$ cat config.mk
export PLATFORM = sky130hd
export DESIGN_NAME = fnd_scan_ctrl
export DESIGN_NICKNAME = d
export VERILOG_FILES = /design/src/rtl/fnd_pkg.sv /design/src/rtl/fnd_lz_mask.sv /design/src/rtl/fnd_scan_ctrl.sv
export SDC_FILE = /design/constraint.sdc
export NUM_CORES = 1
export LEC_CHECK = 0
export BUFFER_PORTS_ARGS = -buffer_cell sky130_fd_sc_hd__buf_2
export CAP_MARGIN = 10
export CORE_MARGIN = 3
export CORE_UTILIZATION = 38
export CTS_BUF_LIST = sky130_fd_sc_hd__clkbuf_8
export DETAILED_ROUTE_END_ITERATION = 8
export GPL_TIMING_DRIVEN = 0
export PLACE_DENSITY = 0.62
export SLEW_MARGIN = 25
export SYNTH_ARGS = -nofsm -noshare
export SYNTH_HDL_FRONTEND = slang
export SYNTH_HIERARCHICAL = 1
export SYNTH_SLANG_ARGS = --single-unit
$ cat constraint.sdc
create_clock -name clk -period 5.1 [get_ports clk]
set_input_delay 1.275 -clock clk [delete_from_list [all_inputs] [get_ports clk]]
set_output_delay 1.275 -clock clk [all_outputs]
set_load 0.02 [all_outputs]
$ cat src/rtl/fnd_pkg.sv
// ---------------------------------------------------------------------------
// fnd_pkg
//
// Shared definitions for the 4-digit common-anode FND display path: the scan
// controller, the leading-zero mask and the segment decoder all import this.
//
// Contents:
//   fnd_state_e  - scan controller states (IDLE, BLANK, SHOW)
//   FND_COM_OFF  - value of the active-low digit commons with every digit dark
//   DIG_1..1000  - digit index constants as seen on the digit-select mux
//   fnd_com_for  - active-low common pattern that lights a single digit
// ---------------------------------------------------------------------------
package fnd_pkg;

    typedef enum logic [1:0] {
        IDLE  = 2'd0,
        BLANK = 2'd1,
        SHOW  = 2'd2
    } fnd_state_e;

    localparam logic [3:0] FND_COM_OFF = 4'b1111;

    localparam logic [1:0] DIG_1    = 2'd0;
    localparam logic [1:0] DIG_10   = 2'd1;
    localparam logic [1:0] DIG_100  = 2'd2;
    localparam logic [1:0] DIG_1000 = 2'd3;

    // Commons are active-low, so lighting digit n means driving bit n low
    // and leaving the other three high.
    function automatic logic [3:0] fnd_com_for(input logic [1:0] idx);
        return ~(4'b0001 << idx);
    endfunction

endpackage

$ cat src/rtl/fnd_lz_mask.sv
// ---------------------------------------------------------------------------
// fnd_lz_mask
//
// Combinational leading-zero mask for a 4-digit BCD value. A set mask bit
// means that digit must stay dark. Shared between the scan controller (to
// keep the common off) and the segment decoder (dark-segment control).
//
// Ports:
//   lz_blank    in   1  1 = suppress leading zeros, 0 = mask is all zero
//   digit_1000  in   4  thousands BCD digit
//   digit_100   in   4  hundreds BCD digit
//   digit_10    in   4  tens BCD digit
//   digit_1     in   4  ones BCD digit (never masked)
//   mask        out  4  bit n = 1 -> digit n is a suppressed leading zero
// ---------------------------------------------------------------------------
module fnd_lz_mask
    import fnd_pkg::*;
(
    input  logic       lz_blank,
    input  logic [3:0] digit_1000,
    input  logic [3:0] digit_100,
    input  logic [3:0] digit_10,
    input  logic [3:0] digit_1,
    output logic [3:0] mask
);

    logic zero_from_1000;
    logic zero_from_100;
    logic zero_from_10;

    // The ones digit is always shown (a value of 0 still displays "0"), so
    // it only rides along to keep the interface uniform with the decoder.
    logic unused_digit_1;
    assign unused_digit_1 = ^digit_1;

    // A digit is a leading zero only if it and every more significant digit
    // are zero, so each flag chains off the one above it.
    assign zero_from_1000 = (digit_1000 == 4'd0);
    assign zero_from_100  = zero_from_1000 && (digit_100 == 4'd0);
    assign zero_from_10   = zero_from_100  && (digit_10  == 4'd0);

    // Assemble the mask; with suppression disabled every digit is shown.
    always_comb begin
        mask = 4'b0000;
        if (lz_blank) begin
            mask[DIG_1000] = zero_from_1000;
            mask[DIG_100]  = zero_from_100;
            mask[DIG_10]   = zero_from_10;
            mask[DIG_1]    = 1'b0;
        end
    end

endmodule

$ cat src/rtl/fnd_scan_ctrl.sv
// ---------------------------------------------------------------------------
// fnd_scan_ctrl
//
// Time-multiplexed scan controller for the 4-digit common-anode FND. Each
// digit slot is SCAN_DIV clocks long: BLANK_CYCLES clocks with every common
// off (lets the digit mux and segment decoder settle, suppresses ghosting),
// then the remaining clocks with the selected digit's common driven low.
// The digit index only advances on entry to a blank window.
//
// Parameters:
//   SCAN_DIV      clocks per digit slot (blank + show), >= 4
//   BLANK_CYCLES  all-off clocks at the start of each slot, 1..SCAN_DIV-1
//   LZ_BLANK      1 = suppress leading zeros, 0 = always show four digits
//
// Ports:
//   clk        in   1  system clock
//   reset_n    in   1  asynchronous active-low reset
//   i_en       in   1  scan enable, 0 = display dark
//   i_1000     in   4  thousands BCD digit (leading-zero detection only)
//   i_100      in   4  hundreds BCD digit
//   i_10       in   4  tens BCD digit
//   i_1        in   4  ones BCD digit
//   o_counter  out  2  digit index to the mux, 0 = ones .. 3 = thousands
//   o_fnd_com  out  4  active-low digit commons, bit n = digit n
//   o_frame    out  1  one-cycle pulse when o_counter wraps 3 -> 0
// ---------------------------------------------------------------------------
module fnd_scan_ctrl
    import fnd_pkg::*;
#(
    parameter int SCAN_DIV     = 100000,
    parameter int BLANK_CYCLES = 1000,
    parameter int LZ_BLANK     = 1
) (
    input  logic       clk,
    input  logic       reset_n,
    input  logic       i_en,
    input  logic [3:0] i_1000,
    input  logic [3:0] i_100,
    input  logic [3:0] i_10,
    input  logic [3:0] i_1,
    output logic [1:0] o_counter,
    output logic [3:0] o_fnd_com,
    output logic       o_frame
);

    localparam int CNT_W = $clog2(SCAN_DIV);

    // Terminal counts of the two phases of a slot; the counter restarts at
    // zero on every phase change.
    localparam logic [CNT_W-1:0] BLANK_LAST = CNT_W'(BLANK_CYCLES - 1);
    localparam logic [CNT_W-1:0] SHOW_LAST  = CNT_W'(SCAN_DIV - BLANK_CYCLES - 1);

    fnd_state_e       state;
    fnd_state_e       state_nx;
    logic [CNT_W-1:0] slot_cnt;
    logic [CNT_W-1:0] slot_cnt_nx;
    logic [1:0]       counter_nx;
    logic [3:0]       com_nx;
    logic             frame_nx;

    logic [3:0]       lz_mask;
    logic [3:0]       show_com;

    fnd_lz_mask u_lz_mask (
        .lz_blank   (LZ_BLANK != 0),
        .digit_1000 (i_1000),
        .digit_100  (i_100),
        .digit_10   (i_10),
        .digit_1    (i_1),
        .mask       (lz_mask)
    );

    // Common pattern for the current digit during SHOW. The mask is looked
    // up live so that a digit value changing mid-slot lights or darkens the
    // digit from the very next edge.
    assign show_com = lz_mask[o_counter] ? FND_COM_OFF : fnd_com_for(o_counter);

    // Next-state logic. o_fnd_com is registered, so com_nx is the pattern
    // for the state being entered: an edge that lands in SHOW drives the
    // digit common low on that same edge, every other edge turns all off.
    // Dropping i_en wins over everything and leaves the digit index alone
    // so the same digit resumes after re-enable.
    always_comb begin
        state_nx    = state;
        slot_cnt_nx = slot_cnt;
        counter_nx  = o_counter;
        com_nx      = FND_COM_OFF;
        frame_nx    = 1'b0;

        if (!i_en) begin
            state_nx    = IDLE;
            slot_cnt_nx = '0;
        end else begin
            case (state)
                IDLE: begin
                    state_nx    = BLANK;
                    slot_cnt_nx = '0;
                end

                BLANK: begin
                    if (slot_cnt == BLANK_LAST) begin
                        state_nx    = SHOW;
                        slot_cnt_nx = '0;
                        com_nx      = show_com;
                    end else begin
                        slot_cnt_nx = slot_cnt + 1'b1;
                    end
                end

                SHOW: begin
                    if (slot_cnt == SHOW_LAST) begin
                        // The index moves only while entering BLANK, so the
                        // commons are already off when the mux switches.
                        state_nx    = BLANK;
                        slot_cnt_nx = '0;
                        counter_nx  = o_counter + 2'd1;
                        frame_nx    = (o_counter == DIG_1000);
                    end else begin
                        slot_cnt_nx = slot_cnt + 1'b1;
                        com_nx      = show_com;
                    end
                end

                default: begin
                    state_nx    = IDLE;
                    slot_cnt_nx = '0;
                end
            endcase
        end
    end

    // State and output registers. Reset is asynchronous so the display goes
    // dark immediately, without waiting for a clock edge.
    always_ff @(posedge clk or negedge reset_n) begin
        if (!reset_n) begin
            state     <= BLANK;
            slot_cnt  <= '0;
            o_counter <= DIG_1;
            o_fnd_com <= FND_COM_OFF;
            o_frame   <= 1'b0;
        end else begin
            state     <= state_nx;
            slot_cnt  <= slot_cnt_nx;
            o_counter <= counter_nx;
            o_fnd_com <= com_nx;
            o_frame   <= frame_nx;
        end
    end

endmodule
==> impl_metrics.yaml <==
cells_and_area:
  antenna_cells: 0
  final_util_pct: 47.0
  syn_to_final_growth_pct: 15.4
  mostFrequentLayoutCell: "nor2_1"
  drive_gt1_share_pct: 25.2
  final_cell_mix: "nor2_1 (24), buf_2 (21), dfrtp_1 (21)"
  num-nets-final: 191
  n_fill_cell: 348
  stdcell_count: 209
timing:
  maxSlewHeadroom_pct: 61.5
  setup_viol: 0
  max_freq_mhz: 393
  finalHoldViolations: 0
  rsz0062_at_grt: "false"
  finalCriticalPeriod_ns: 2.55
  whs_ns: 0.508
  setup_tns_ns: 0
  finalCritPeriodShare_pct: 49.9
  clock_skew_ns: 0.00655
  report.final.slew_viol_count: 0
  worstMarginPinSlew_ns: 0.572
power:
  powerDensity_nw_per_um2: 313
  p_comb_share_pct: 25.3
  pwr-share-clk_pct: 26.0
  seqPwrFrac_pct: 48.7
  switchingPower_mw: 0.155
  swShare_pct: 30.5
  vdd.ir_drop.worst_uv: 265
  power.leakage_nw: 0.712
  internal_power_mw: 0.354
clocking:
  cts-root-buf: "clkbuf_8"
  cts_buffer_depth: 2
  cts_tree: "done"
  post_cts_buffers: 0
  clkTransAtPathRegs_ns: 0.09
  clock_latency_ns: 0.27
  cts-resized-gates: 0
  hold_buffers: 0
  cts_sinks: 26
  h-tree-depth: 1
  cts_buffers: 3
logic_synthesis:
  yosysWarnings: 6
  synth_cell_type_count: 34
  seq_area_frac_synth_pct: 46.5
  syn-num-nets: 165
  ys_ff_latch: 26
  synthCells: 138
  syn-cell-area_um2: 1410
  syn_avg_cell_area_um2: 10.2
drt:
  drtPass1Iterations: 4
  highest_layer: "met4"
  drt-vias-per-instance: 4.99
  wl_mm: 2.61
  wl_met1_mm: 1.11
  first_iter_violations: 26
  num_vias: 1043
  ant_nets: 0
  wl_met2_mm: 1.36
  routedWlPerCell_um: 12.5
  drc: 0
  wl_met3_um: 114
die:
  initial_utilization_pct: 40.7
  die_w_um: 67.0
  io_pins: 26
  num_rows: 21
  die-area_um2: 4480
  core_um2: 3470
  die_h_um: 67.0
global_route:
  grtUsageTotal_pct: 14.1
  grt.overflow.total: 0
  antenna_found_initial: 0
  grt_max_degree: 27
  grt_pass1_wl_mm: 4.69
  first_global_vias: 1068
critical_path:
  slowest_delay_ns: 0.58
  slowest_stage: "or4b_1"
  path_max_fanout: 4
  path_cells: "buf_2 > or4b_1 > nor4_2 > mux4_2 > nor2b_1 > o21ai_0"
  path_class: "in -> reg"
  arrival_ns: 2.74
  critPathLaunchType: "input port"
  crit_required_ns: 5.29
  critPathBufInv: 1
  crit_family: "simple AND/OR/NAND/NOR gates"
  crit_path_end_kind: "flip-flop"
placed_design:
  dp_cells: 205
  hpwlAfterDp_mm: 2.02
  gp_congestion: 0.779
  port_buffers: 21
job:
  max_cap_violations: 0
hold_path:
  hp-class: "reg -> reg"
outcome:
  status: "finished, final reports clean"
==> power by group through the flow <==
stage,combinational (mW),sequential [mW],clock [mW]
2_1_floorplan,0.0777,0.266,0
3_3_place_gp,0.127,0.250,0
3_5_place_dp,0.132,0.253,0
4_1_cts,0.133,0.249,0.140
5_1_grt,0.149,0.252,0.148
6_report,0.129,0.248,0.132
==> synthesized netlist by cell type (all sizes together) <==
cell | number | area, um2
nor2 | 24 | 90.1
dfrtp | 21 | 526
xor2 | 10 | 87.6
nand3 | 9 | 45.0
ha | 8 | 100
nand2 | 8 | 32.5
inv | 7 | 26.3
xnor2 | 6 | 52.6
dfstp | 5 | 131
o21ai | 5 | 36.3
and3 | 4 | 27.5
nor2b | 4 | 25.0
nand4 | 3 | 18.8
nor3 | 3 | 20.0
nor4 | 3 | 25.0
a21boi | 2 | 18.8
buf | 2 | 18.8
conb | 2 | 7.51
mux2i | 2 | 20.0
or4 | 2 | 15.0
or4b | 2 | 20.0
and4 | 1 | 8.76
mux2 | 1 | 15.0
mux4 | 1 | 22.5
nor3b | 1 | 7.51
nor4b | 1 | 8.76
or3 | 1 | 6.26
==> final cells by class <==
cell class	instances	area, um2	area share, %
Inverter	7	26.3	1.61
Timing Repair Buffer	21	105	6.45
Clock buffer	4	55.1	3.38
Buffer	2	18.8	1.15
Multi-Input combinational cell	103	711	43.6
Tap cell	46	57.6	3.53
Sequential cell	26	657	40.3
==> kinds of logic after synthesis <==
| group | synth area share, % |
|---|---|
| AND/OR/NAND/NOR | 24.8 |
| flip-flops | 46.5 |
| XOR/XNOR | 9.92 |
| buffers and inverters | 3.19 |
| adder cells (fa/ha/maj) | 7.09 |
| AO/OA/AOI/OAI | 3.90 |
| multiplexers | 4.07 |
| other | 0.532 |
==> metrics by stage <==
| stage | setup WS [ns] | power [mW] | area [um2] |
|---|---|---|---|
| finish | 2.55 | 0.510 | 1630 |
| global route | 2.40 | 0.549 | 1630 |
| CTS | 2.54 | 0.521 | 1630 |
| detailed placement | 2.25 | 0.385 | 1580 |
| global placement | 2.30 | 0.377 | 1580 |
| floorplan | 2.48 | 0.344 | 1410 |
==> layer usage <==
metal	GRT usage [%]	vias up
met2	25.2	20
met4	4.56	0
met1	16.1	509
met5	0	-
li1	-	510
met3	4.05	4
==> path summary, 6_finish.rpt <==
path | endpoint | cells after the start | slack, ns | startpoint
worst min-delay path | slot_cnt[0] | 1 | 0.51 | slot_cnt[0]
worst max-delay path | o_fnd_com[1] | 6 | 2.55 | i_1000[0]
min in group asynchronous | slot_cnt[0] | 1 | 0.98 | reset_n
max in group asynchronous | state[0] | 1 | 3.72 | reset_n
worst min register to register | slot_cnt[0] | 1 | 0.51 | slot_cnt[0]
worst max register to register | o_fnd_com[1] | 5 | 3.05 | slot_cnt[13]
==> state kept, by name, summed over array words and instances, names as in the netlist <==
signal	cells
o_counter	2
o_fnd_com	4
o_frame	1
slot_cnt	17
state	2
(Power assumes the default switching activity.)
